`src/rtl/rx_cgs_sync_pkg.sv`:
```
// Shared JESD204B receive-side definitions: control characters and CS state codes.
// Latency: n/a (constants and a combinational helper only).
// Backpressure: n/a.
package rx_cgs_sync_pkg;

  // Control characters as seen after the 8b/10b decoder (with K flag set)
  localparam logic [7:0] K28_5 = 8'hBC;  // comma, used for code-group sync
  localparam logic [7:0] K28_0 = 8'h1C;  // /R/, starts ILAS
  localparam logic [7:0] K28_3 = 8'h7C;  // /A/, multiframe alignment

  // Code-group sync state encodings (also used by the transmitter control)
  typedef logic [1:0] cs_state_t;
  localparam cs_state_t CS_INIT  = 2'b00;
  localparam cs_state_t CS_CHECK = 2'b01;
  localparam cs_state_t CS_DATA  = 2'b10;

  // True when the decoded character is the K28.5 comma
  function automatic logic is_k28_5(input logic k, input logic [7:0] data);
    return k && (data == K28_5);
  endfunction

endpackage

```
`src/rtl/rx_cgs_sync_if.sv`:
```
// Decoded character stream from the 8b/10b decoder into the CGS block.
// Latency: n/a (wires only).
// Backpressure: none; vld=0 marks an idle cycle, the consumer never stalls the source.
interface rx_cgs_sync_if;
  logic       vld;
  logic [7:0] data;
  logic       k;
  logic       disp_err;
  logic       nit_err;

  modport master (output vld, data, k, disp_err, nit_err);
  modport slave  (input  vld, data, k, disp_err, nit_err);
endinterface

```
`src/rtl/rx_err_monitor.sv`:
```
// Code-error leaky counter and single-error SYNC~ report pulse timer for CS_DATA.
// Latency: err_cnt/report_active registered (1 cycle); threshold_hit is combinational.
// Backpressure: none; vld=0 holds the counters, frame ticks still time the report pulse.
module rx_err_monitor #(
  parameter int ERR_THRESH       = 3,
  parameter int ERR_PULSE_FRAMES = 2
) (
  input  logic       clk,
  input  logic       rst_n,
  input  logic       en,
  input  logic       clr,
  input  logic       vld,
  input  logic       code_err,
  input  logic       frame_tick,
  input  logic       rpt_en,
  output logic [1:0] err_cnt,
  output logic       threshold_hit,
  output logic       report_active
);

  localparam logic [2:0] THRESH     = 3'(ERR_THRESH);
  localparam logic [1:0] FCNT_LAST  = 2'(ERR_PULSE_FRAMES - 1);

  logic [1:0] good_run;
  logic [1:0] fcnt;
  logic [2:0] err_next;

  assign err_next      = {1'b0, err_cnt} + 3'd1;
  assign threshold_hit = en & code_err & (err_next >= THRESH);

  // Error counting with decay every 4 clean characters, plus report pulse timing
  always_ff @(posedge clk or negedge rst_n) begin
    if (!rst_n) begin
      err_cnt       <= '0;
      good_run      <= '0;
      fcnt          <= '0;
      report_active <= 1'b0;
    end else if (clr || threshold_hit) begin
      err_cnt       <= '0;
      good_run      <= '0;
      fcnt          <= '0;
      report_active <= 1'b0;
    end else if (en) begin
      if (vld) begin
        if (code_err) begin
          err_cnt  <= err_cnt + 2'd1;
          good_run <= '0;
        end else if (good_run == 2'd3) begin
          good_run <= '0;
          if (err_cnt != 2'd0) begin
            err_cnt <= err_cnt - 2'd1;
          end
        end else begin
          good_run <= good_run + 2'd1;
        end
      end
      // A running pulse is never restarted or stretched by further errors;
      // the tick coinciding with the starting error is deliberately not counted.
      if (report_active) begin
        if (frame_tick) begin
          if (fcnt == FCNT_LAST) begin
            report_active <= 1'b0;
            fcnt          <= '0;
          end else begin
            fcnt <= fcnt + 2'd1;
          end
        end
      end else if (code_err && rpt_en) begin
        report_active <= 1'b1;
        fcnt          <= '0;
      end
    end
  end

endmodule

```
`src/rtl/rx_cgs_sync.sv`:
```
// JESD204B receiver code-group sync: comma search, LMFC-aligned SYNC~ release, error reporting.
// Latency: all outputs change 1 clk after the causing input cycle.
// Backpressure: none; rx.vld=0 cycles hold counters and state.
module rx_cgs_sync
  import rx_cgs_sync_pkg::*;
#(
  parameter int CGS_K_COUNT      = 4,
  parameter int ERR_THRESH       = 3,
  parameter int ERR_PULSE_FRAMES = 2
) (
  input  logic          clk,
  input  logic          rst_n,
  rx_cgs_sync_if.slave  rx,
  input  logic          i_frame_tick,
  input  logic          i_lmfc_tick,
  input  logic          i_err_rpt_en,
  input  logic          i_resync,
  output logic          o_sync_n,
  output logic [1:0]    o_cs_state,
  output logic          o_cgs_done,
  output logic [1:0]    o_err_cnt
);

  localparam logic [2:0] KCNT_LAST = 3'(CGS_K_COUNT - 1);

  cs_state_t  state;
  logic [2:0] kcnt;
  logic       sync_rel;       // SYNC~ released in CS_CHECK after an LMFC boundary
  logic       code_err;
  logic       comma;
  logic       other_char;     // any valid non-comma, including errored ones
  logic       mon_en;
  logic       mon_clr;
  logic       threshold_hit;
  logic       report_active;

  assign code_err   = rx.vld & (rx.disp_err | rx.nit_err);
  assign comma      = rx.vld & is_k28_5(rx.k, rx.data) & ~code_err;
  assign other_char = rx.vld & ~comma;

  assign mon_en  = (state == CS_DATA);
  assign mon_clr = i_resync | (state != CS_DATA);

  rx_err_monitor #(
    .ERR_THRESH       (ERR_THRESH),
    .ERR_PULSE_FRAMES (ERR_PULSE_FRAMES)
  ) u_err_mon (
    .clk           (clk),
    .rst_n         (rst_n),
    .en            (mon_en),
    .clr           (mon_clr),
    .vld           (rx.vld),
    .code_err      (code_err),
    .frame_tick    (i_frame_tick),
    .rpt_en        (i_err_rpt_en),
    .err_cnt       (o_err_cnt),
    .threshold_hit (threshold_hit),
    .report_active (report_active)
  );

  // CS state machine, consecutive comma counter and CS_CHECK release flag
  always_ff @(posedge clk or negedge rst_n) begin
    if (!rst_n) begin
      state    <= CS_INIT;
      kcnt     <= '0;
      sync_rel <= 1'b0;
    end else if (i_resync) begin
      state    <= CS_INIT;
      kcnt     <= '0;
      sync_rel <= 1'b0;
    end else begin
      case (state)
        CS_INIT: begin
          sync_rel <= 1'b0;
          if (comma) begin
            if (kcnt == KCNT_LAST) begin
              state <= CS_CHECK;
              kcnt  <= '0;
            end else begin
              kcnt <= kcnt + 3'd1;
            end
          end else if (rx.vld) begin
            kcnt <= '0;
          end
        end
        CS_CHECK: begin
          // A code error wins over an LMFC tick in the same cycle
          if (code_err) begin
            state    <= CS_INIT;
            sync_rel <= 1'b0;
          end else if (!sync_rel) begin
            if (other_char) begin
              state <= CS_INIT;
            end else if (i_lmfc_tick) begin
              sync_rel <= 1'b1;
            end
          end else if (other_char) begin
            state <= CS_DATA;
          end
        end
        CS_DATA: begin
          if (threshold_hit) begin
            state    <= CS_INIT;
            sync_rel <= 1'b0;
          end
        end
        default: begin
          state    <= CS_INIT;
          kcnt     <= '0;
          sync_rel <= 1'b0;
        end
      endcase
    end
  end

  // SYNC~ is the release flag before data, and the inverted report pulse during data
  assign o_sync_n   = (state == CS_DATA) ? ~report_active : sync_rel;
  assign o_cs_state = state;
  assign o_cgs_done = (state == CS_DATA);

endmodule

```
`src/flat_wrapper.sv`:
```
// flat-port wrapper written by rule: the top's interface ports become plain ports
module rx_cgs_sync_flat import rx_cgs_sync_pkg::*;
#(
  parameter int CGS_K_COUNT      = 4,
  parameter int ERR_THRESH       = 3,
  parameter int ERR_PULSE_FRAMES = 2
)
  (clk, rst_n, i_frame_tick, i_lmfc_tick, i_err_rpt_en, i_resync, o_sync_n, o_cs_state, o_cgs_done, o_err_cnt, rx_vld, rx_data, rx_k, rx_disp_err, rx_nit_err);
  rx_cgs_sync_if rx_i ();
  input  logic clk;
  input  logic rst_n;
  input  logic i_frame_tick;
  input  logic i_lmfc_tick;
  input  logic i_err_rpt_en;
  input  logic i_resync;
  output logic o_sync_n;
  output logic [1:0] o_cs_state;
  output logic o_cgs_done;
  output logic [1:0] o_err_cnt;
  input wire logic [$bits(rx_i.vld)-1:0] rx_vld;
  input wire logic [$bits(rx_i.data)-1:0] rx_data;
  input wire logic [$bits(rx_i.k)-1:0] rx_k;
  input wire logic [$bits(rx_i.disp_err)-1:0] rx_disp_err;
  input wire logic [$bits(rx_i.nit_err)-1:0] rx_nit_err;
  assign rx_i.vld = rx_vld;
  assign rx_i.data = rx_data;
  assign rx_i.k = rx_k;
  assign rx_i.disp_err = rx_disp_err;
  assign rx_i.nit_err = rx_nit_err;
  rx_cgs_sync #(.CGS_K_COUNT(CGS_K_COUNT), .ERR_THRESH(ERR_THRESH), .ERR_PULSE_FRAMES(ERR_PULSE_FRAMES)) u_core (.clk(clk), .rst_n(rst_n), .rx(rx_i), .i_frame_tick(i_frame_tick), .i_lmfc_tick(i_lmfc_tick), .i_err_rpt_en(i_err_rpt_en), .i_resync(i_resync), .o_sync_n(o_sync_n), .o_cs_state(o_cs_state), .o_cgs_done(o_cgs_done), .o_err_cnt(o_err_cnt));
endmodule
```
`config.mk`:
```
export PLATFORM = sky130hd
export DESIGN_NAME = rx_cgs_sync_flat
export DESIGN_NICKNAME = d
export VERILOG_FILES = /design/src/rtl/rx_cgs_sync_pkg.sv /design/src/rtl/rx_cgs_sync_if.sv /design/src/rtl/rx_err_monitor.sv /design/src/rtl/rx_cgs_sync.sv /design/src/flat_wrapper.sv
export SDC_FILE = /design/constraint.sdc
export NUM_CORES = 1
export LEC_CHECK = 0
export BUFFER_PORTS_ARGS = -buffer_cell sky130_fd_sc_hd__buf_2
export CORE_MARGIN = 10
export CORE_UTILIZATION = 30
export CTS_CLUSTER_SIZE = 40
export DETAILED_ROUTE_END_ITERATION = 10
export GPL_TIMING_DRIVEN = 0
export SYNTH_ARGS = -nofsm -noshare
export SYNTH_HDL_FRONTEND = slang
export SYNTH_SLANG_ARGS = --single-unit
```
`constraint.sdc`:
```
create_clock -name clk -period 2.7 [get_ports clk]
set_input_delay 0.27 -clock clk [delete_from_list [all_inputs] [get_ports clk]]
set_output_delay 0.27 -clock clk [all_outputs]
set_load 0.01 [all_outputs]
```
# --- Yosys cells after proc, flatten, opt, wreduce, memory -nomap -nowiden ---
# Index checks and enable logic that the tools add are counted.
totals:
  out_inout_bits: 6
  register_bits: 13
  inputBits: 18
  elab_cells: 100
op_classes:
  reduce_logical: 16
  addsub: 6
  magnitude_cmp: 1
  eq_ne: 14
  mux: 45
  bitwise: 11
op_table:
  columns: ["cell", "n"]
  rows:
  - ["$mux 2", 25]
  - ["$mux 1", 13]
  - ["$mux 3", 4]
  - ["$ne 3x2->1 const B", 4]
  - ["$reduce_bool 3->1", 3]
  - ["$eq 8x8->1 const B", 1]
  - ["$reduce_and 4->1", 2]
  - ["$add 2x1->2 const B", 3]
  - ["$and 1x1->1", 6]
  - ["$pmux 2 s3", 1]
  - ["$pmux 3 s2", 1]
  - ["$reduce_bool 2->1", 3]
  - ["$eq 2x1->1 const B", 2]
  - ["$eq 2x2->1 const B", 2]
  - ["$ne 4x2->1 const B", 1]
  - ["$ne 4x3->1 const B", 1]
  - ["$reduce_and 2->1", 2]
  - ["$add 2x1->3 const B", 1]
  - ["$add 3x1->3 const B", 1]
  - ["$eq 3x2->1 const B", 1]
  - ["$ge 3x2->1 const B", 1]
  - ["$not 1->1", 3]
  - ["$reduce_and 3->1", 1]
  - ["$logic_and 1x1->1", 2]
  - ["8 further kinds", 9]

# --- Depth between registers and ports, before layout ---
# Gate-level depths: netlist of the first run.
logic_depth:
  ltp_word: 11
  ltp_mapped: 7
  mapped_depth_nobuf: 6

# --- By module ---
# A second synthesis of the first run with hierarchy kept.
hier_totals:
  hier_cells: 93
  area_unflattened_um2: 879.6
by_module_without_submodules:
  columns: ["mod", "seq_area_each_um2", "instances", "cells_each", "area_each_um2"]
  rows:
  - ["rx_cgs_sync", 150.1, 1, 50, 454.2]
  - ["rx_err_monitor", 175.2, 1, 43, 425.4]

# --- Worst setup path before layout of the first run ---
# Ideal clock, no wire load.
synth_path:
  path_kind: "reg-to-reg"
  from: "register u_core.state[0], in the netlist u_core.o_cs_state[0]"
  to: "register u_core.state[0], in the netlist u_core.o_cs_state[0]"
  t_arrival_ps: 1572
  setup_slack_ps: 994
  path_stages_with_launch: 8
  path_buffers: 1
  required_time_ps: 2567
  setup_time_ps: 133
  synth_period_minus_slack_ps: 1706
  cell_sequence: "dfrtp_1 inv_1 ha_1 nand2b_1 or2_2 clkbuf_1 a41oi_1 a31oi_1"
synth_via:
  elab_chain_len: 5
  word_cells_on_any_way: 12
  classes_between: "eq/ne: 6; mux: 2; bitwise: 2; reduce/logical: 2"
synth_rtl:
  columns: ["element", "line", "text"]
  rows:
  - ["start, declared", "rx_cgs_sync.sv:26", "cs_state_t state;"]
  - ["start signal, assigned", "rx_cgs_sync.sv:64", "state <= CS_INIT;"]
  - ["start signal, assigned", "rx_cgs_sync.sv:68", "state <= CS_INIT;"]
  - ["start signal, assigned", "rx_cgs_sync.sv:77", "state <= CS_CHECK;"]
  - ["$eq 2x2->1 (*)", null, null]
  - ["net o_cgs_done", "flat_wrapper.sv:18", "output logic o_cgs_done;"]
  - ["$and 1x1->1 (2 in a row)", "rx_err_monitor.sv:29", "assign threshold_hit = en & code_err & (err_next >= THRESH);"]
  - ["$ne 3x2->1 (no line)", null, null]
  - ["$reduce_and 4->1 (no line)", null, null]
# Mark *: on every way through the listed nets, which the timed path passes. The rest lies on a longest branch.
# A chain may end at the register's enable or synchronous reset.

# --- Worst setup path in the final report of the first run ---
layout_path:
  from: "register u_core.state[0], in the netlist u_core.o_cs_state[0]"
  to: "register u_core.state[0], in the netlist u_core.o_cs_state[0]"
layout_via:
  elab_chain_len: 5
  word_cells_on_any_way: 12
  classes_between: "eq/ne: 6; mux: 2; bitwise: 2; reduce/logical: 2"
layout_rtl:
  columns: ["element", "line"]
  rows:
  - ["$eq 2x2->1", "rx_cgs_sync.sv:41, rx_cgs_sync.sv:72"]
  - ["$and 1x1->1 (2 in a row)", "rx_err_monitor.sv:29"]
  - ["$ne 3x2->1 (no line)", null]
  - ["$reduce_and 4->1 (no line)", null]
# Several ways; a longest one is shown, not always the timed one.

==> qor.txt, run 1 <==
Share of layout cells above drive strength 1 = 26.7%
Synthesized cell area = 842 µm²
Initial drt markers = 22
CTS sink cnt = 13
Placed cells = 142
Area Growth Syn to Fin = 22.6%
Dpl cell area = 996 µm²
Final Cycle Share = 67.8%
Final worst slack = 0.870 ns
Reg2Reg Launch Point = u_core.o_cs_state[0]
Via count of the routed design = 755
Cell area after layout = 1030 µm²
Post-synth top area cell = dfrtp_1
Diode count = 0
CP Launch Point = u_core.o_cs_state[0]
IO Port Bufs = 23
WP data arrival = 1.97 ns
Tot GR Track Use = 8.16%
Final Critical Period = 1.83 ns
Pwr Density = 352 nW/µm²
I/O Pins = 24
Top post-synthesis cells by area = dfrtp_1, ha_1, a21oi_1, nand2b_1, mux2i_1
Final net count = 140
Hold Path Depth = 4
Max-cap violations = 0
CTS H-tree lvls = 1
YS warnings = 0
GR Overflow Total = 0
Final setup fails = 0
Fin. max-slew vios = 0
Largest net degree at the start of global routing = 14
Crit path required time = 2.85 ns
Post-Layout Cell Count = 147
HPWL Detailed = 1.66 mm
Peak supply drop = 0.327 mV
Seq/Total Area, Yosys = 38.6%
Avg WL per Cell = 14.1 µm
Clk buf depth = 2
Seq cells post-synth = 13
Worst setup EP type = flip-flop
Placement Setup Slack = 0.880 ns
Relative slew slack = 68.9%
Syn nets = 111
RSZ-0062 raised after global routing = no
Vias in the first global route = 801
Share of the synthesized area in the top cell type = 38.6%
First-pass GRT wire length = 3.57 mm
Worst Skew = 0.00398 ns
Crit-path max FO = 7
First-pass DRT Iterations = 4
# rows = 19
CTS tree = done
Post-route ant nets = 0
Drc violations = 0
Measured slew at the worst slew-check pin = 0.461 ns
Die width = 73.0 µm
Final wirelength = 2.07 mm
Clk_lat worst skew = 0.28 ns
Initial antenna violation count = 0
Worst r2r dst = u_core.o_cs_state[0]
Initial Util = 31.1%
Root buffer cell = clkbuf_4
Count of different cell masters after synthesis = 35
Chip Height = 73.0 µm
P_leak = 0.476 nW
Die ar. = 5330 µm²
Synthesized area per cell = 9.57 µm²
Worst R2R Path Depth = 7
Core Area = 2710 µm²
Reg clk slew, reported paths = 0.08 ns
Setup TNS Final = 0 ns
Fin. Hold Viols = 0
Hold Crit Class = in2reg
Gp weighted congestion = 0.866
CP startpoint kind = flip-flop
Setup Buffers After CTS = 0
Critical Path Sink = u_core.o_cs_state[0]
Setup CP Type = reg2reg
R2R Setup Slk = 0.87 ns
Via/cell ratio = 5.14
Num CTS Buffers = 3
Status = finished clean
Max Freq = 547 MHz
Final core utilization = 38.1%
Syn Inst Count = 88
layout by cell type (no fill, tap or decap), drive strengths merged, types with 3 or more instances in the layout:
cell,netlist,routed
nor3,4,4
inv,4,4
dfrtp,13,13
nand2b,5,5
clkbuf,2,6
nor2,3,3
a21oi,8,8
buf,0,23
nand3b,3,3
ha,5,5
nand2,8,8
nor3b,3,3
mux2i,3,3
state kept, by name, summed over array words and instances (netlist names):
signal and count:
u_core.o_cs_state 2, u_core.kcnt 3, u_core.sync_rel 1, u_core.u_err_mon.fcnt 2, u_core.u_err_mon.err_cnt 2, u_core.u_err_mon.report_active 1, u_core.u_err_mon.good_run 2
final cells by class:
cell class	count	area [µm²]
Timing Repair Buffer	24	125
Sequential cell	13	325
Multi-Input combinational cell	69	494
Tap cell	31	38.8
Inverter	4	15.0
Buffer	2	7.51
Fill cell	291	1680
Clock buffer	4	26.3
worst min-delay path by stage:
stage | from | endpoint | slack [ns]
2_1_floorplan | rst_n | u_core.kcnt[0] | -0.03
3_3_place_gp | rst_n | u_core.u_err_mon.err_cnt[0] | 0.17
4_1_cts | i_err_rpt_en | u_core.u_err_mon.fcnt[0] | 0.29
6_report | i_err_rpt_en | u_core.u_err_mon.fcnt[0] | 0.29
5_1_grt | i_lmfc_tick | u_core.sync_rel | 0.31
3_5_place_dp | rst_n | u_core.u_err_mon.err_cnt[0] | 0.18
layer usage:
metal  track usage [%]  wire length, µm
met5                 0                0
met2              13.2              994
met4              1.27                6
met3              4.49              180
met1              9.36              891
kinds of logic (layout without fill, tap and decap cells):
family	Yosys count	after routing	share of synthesized area, %
DFF	13	13	38.6
adders and majority gates	5	5	7.43
and+or+nand+nor	34	34	24.2
xor gates and xnor gates	1	1	1.04
muxes	4	4	4.90
AOI/OAI and AO/OA	25	25	21.1
buffers and inverters	6	34	2.67
Yosys cell counts:
cell type  number
nand2_1         8
or4_4           1
clkbuf_1        2
nor2b_1         2
nand4bb_1       1
a21oi_1         8
nand4b_2        1
nor3_1          4
a31oi_1         2
a41oi_1         1
inv_1           4
mux2i_1         3
or2_2           1
nor3b_1         3
o32ai_1         1
nand3b_1        3
o31ai_1         1
nor2_1          3
o211a_1         1
ha_1            5
a221oi_1        1
nand2b_1        5
o21bai_1        1
nand3_1         2
o21a_4          1
o21ai_0         2
a22o_1          1
a211oi_1        1
a21o_1          1
dfrtp_1        13
o41ai_1         1
o21a_1          1
xor2_1          1
mux2_2          1
o2bb2ai_1       1
critical path, cell delays in order, from the launching register on:
cell and delay, ns:
dfrtp_1 0.41, inv_1 0.09, ha_1 0.23, nand2b_1 0.17, or2_2 0.32, clkbuf_1 0.18, a41oi_1 0.22, a31oi_1 0.07
metrics by stage:
step | hold slack (ns) | power [mW]
4_1_cts | 0.291 | 0.369
6_report | 0.291 | 0.363
3_5_place_dp | 0.183 | 0.243
5_1_grt | 0.309 | 0.387
3_3_place_gp | 0.174 | 0.242
2_1_floorplan | -0.0256 | 0.220
power by group:
group	internal, mW	switching [mW]
sequential	0.194	0.0000117
combinational	0.0208	0.0244
clock	0.0573	0.0658
what timing repair did:
item	CTS	global route
resized for setup	0	0
hold buffers	1	0
endpoints found under the hold margin	13	0
No activity file was read; power rests on OpenSTA's default activity.
==> run 2: changes to the inputs <==
clock period = 1.8 ns   (was 2.7 ns; I/O delays follow)
==> run 2 against run 1 <==
Power increased by 50%. Worst hold slack worse by 0.089 ns. Largest power group unchanged. Register-to-register slack lost 0.65 ns. Clock power rose by 50%. Highest routed layer is now met3. Global-route usage unchanged. Flip-flop and latch count did not move. Combinational power up 53%. Design area increased by 1.3%. Critical path depth fell by 3. Critical path type is now reg2out. Sequential share of layout area down 0.41 points.
==> qor.txt, run 2 (synthesis gave the netlist of run 1 again) <==
Core Area = 2710 µm² (unchanged)
Reg2Reg Launch Point = u_core.o_cs_state[0]
Final net count = 139 (-0.71%)
Post-route ant nets = 0 (unchanged)
Final Critical Period = 1.59 ns
Status = finished clean
I/O Pins = 24 (unchanged)
Clk buf depth = 2 (unchanged)
IO Port Bufs = 23 (unchanged)
Comb pwr share = 12.7% (+0.2 points)
Sw frac = 24.9% (about the same)
R2R Setup Slk = 0.22 ns (-0.65 ns)
Internal cell power = 409 µW (+50%)
GR Overflow Total = 0 (unchanged)
CTS tree = done
Diode count = 0 (unchanged)
Gp weighted congestion = 0.866 (unchanged)
Switch Pwr = 136 µW (+50%)
Initial Util = 31.1% (unchanged)
# rows = 19 (unchanged)
Drc violations = 0 (unchanged)
Crit-path max FO = 4 (-3)
Tot GR Track Use = 8.16% (unchanged)
WP data arrival = 1.41 ns (-0.56 ns)
Avg WL per Cell = 14.2 µm (+0.64%)
Hold Crit Class = in2reg
Final core utilization = 38.6% (+0.51 points)
Final Cycle Share = 88.5%
Relative slew slack = 67.5% (-1.5 points)
Num CTS Buffers = 3 (unchanged)
Post-Layout Cell Count = 146 (-0.68%)
First-pass DRT Iterations = 4 (unchanged)
Crit path required time = 1.62 ns (-1.23 ns)
CTS sink cnt = 13 (unchanged)
Peak supply drop = 0.490 mV (+50%)
Reg clk slew, reported paths = 0.08 ns (about the same)
Reg area = 325 µm² (unchanged)
Worst setup EP type = output pin
Via/cell ratio = 5.10 (-0.78%)
Biggest register = u_core.kcnt
Flop pwr share = 53.5% (about the same)
Share of layout cells above drive strength 1 = 29.6% (+2.8 points)
CP startpoint kind = flip-flop
Largest net degree at the start of global routing = 14 (unchanged)
Initial drt markers = 35 (+59%)
Final setup fails = 0 (unchanged)
CTS H-tree lvls = 1 (unchanged)
Setup TNS Final = 0 ns (unchanged)
Worst R2R Path Depth = 6 (-1)
Via count of the routed design = 744 (-1.5%)
Worst hold endpoint = u_core.u_err_mon.fcnt[0]
Pwr Density = 521 nW/µm² (+48%)
Root buffer cell = clkbuf_4
RSZ-0062 raised after global routing = no
Most common cell after layout, fill and taps aside = buf_2
HPWL Detailed = 1.66 mm (unchanged)
CP Launch Point = u_core.o_cs_state[0]
Final wirelength = 2.07 mm (about the same)
Clk_lat worst skew = 0.28 ns (about the same)
Max Freq = 628 MHz
Fin. max-slew vios = 0 (unchanged)
Measured slew at the worst slew-check pin = 0.483 ns (+0.0217 ns)
Placed cells = 142 (unchanged)
Worst Skew = 0.00460 ns (+0.000629 ns)
Clock power frac = 33.8% (about the same)
P_leak = 0.479 nW (+0.72%)
Die ar. = 5330 µm² (unchanged)
Fin. Hold Viols = 0 (unchanged)
Fillers = 289 (-0.69%)
Max-cap violations = 0 (unchanged)
Die width = 73.0 µm (unchanged)
Worst r2r dst = u_core.o_cs_state[0]
Setup Buffers After CTS = 0 (unchanged)
Max FFs per register = 3 (unchanged)
Most frequent cells in the layout = buf_2, dfrtp_1, a21oi_1, nand2_1
Hold Path Depth = 4 (unchanged)
Initial antenna violation count = 0 (unchanged)
Chip Height = 73.0 µm (unchanged)
Area Growth Syn to Fin = 24.2%
Setup CP Type = reg2out
Worst Min Path Start = i_err_rpt_en
Vias in the first global route = 801 (unchanged)
Multi-input gate area = 512 µm² (+3.5%)
First-pass GRT wire length = 3.57 mm (unchanged)
run 2: cell types whose count changed in the layout (fill, tap and decap cells not counted), sizes merged:
cell / previous run / this run
clkbuf: 6 / 5
run 2: worst max path at each step:
stage | slack [ns] | cells after the start | to
global placement | 0.006 | 7 | u_core.o_cs_state[0]
detailed placement | -0.02 | 7 | u_core.o_cs_state[0]
floorplan | 0.09 | 7 | u_core.o_cs_state[0]
global route | 0.09 | 4 | o_sync_n
CTS | 0.02 | 7 | u_core.o_cs_state[0]
finish | 0.21 | 4 | o_sync_n
run 2: cell type report:
type / instances / share of cell area [%]
Sequential cell: 13 / 31.1
Timing Repair Buffer: 24 / 12.0
Clock buffer: 4 / 2.51
Buffer: 1 / 0.359
Inverter: 4 / 1.44
Multi-Input combinational cell: 69 / 48.9
Tap cell: 31 / 3.71
run 2: repair_timing:
action	in CTS	in global routing
resized for setup	1	2
pin swaps	0	0
hold buffers	1	0
endpoints found under the hold margin	13	0
setup endpoints to repair	1	2
run 2: critical path, cell delays in order, from the launching register on:
cell	delay, ns
dfrtp_1	0.42
inv_1	0.10
ha_2	0.24
mux2i_1	0.22
buf_2	0.16
run 2: power by group through the flow:
stage               Sequential, mW  Clock, mW  Combinational, mW
floorplan                    0.298          0             0.0321
global placement             0.298          0             0.0656
detailed placement           0.298          0             0.0670
CTS                          0.292      0.193             0.0697
global route                 0.292      0.212             0.0773
finish                       0.292      0.184             0.0692
run 2: through the flow:
stage	setup slack, ns	power (mW)	hold WS, ns	instance area (µm²)
global placement	0.00565	0.363	0.0845	996
CTS	0.0223	0.554	0.201	1040
finish	0.207	0.545	0.202	1050
floorplan	0.0944	0.330	-0.116	842
global route	0.0902	0.581	0.219	1050
detailed placement	-0.0198	0.365	0.0925	996
run 2: metal layers:
metal | vias up | share of wire, % | GRT usage [%]
met3 | 0 | 7.7 | 4.49
li1 | 380 | - | -
met4 | 0 | 0 | 1.27
met1 | 346 | 44 | 9.36
met5 | - | 0 | 0
met2 | 18 | 48 | 13.2
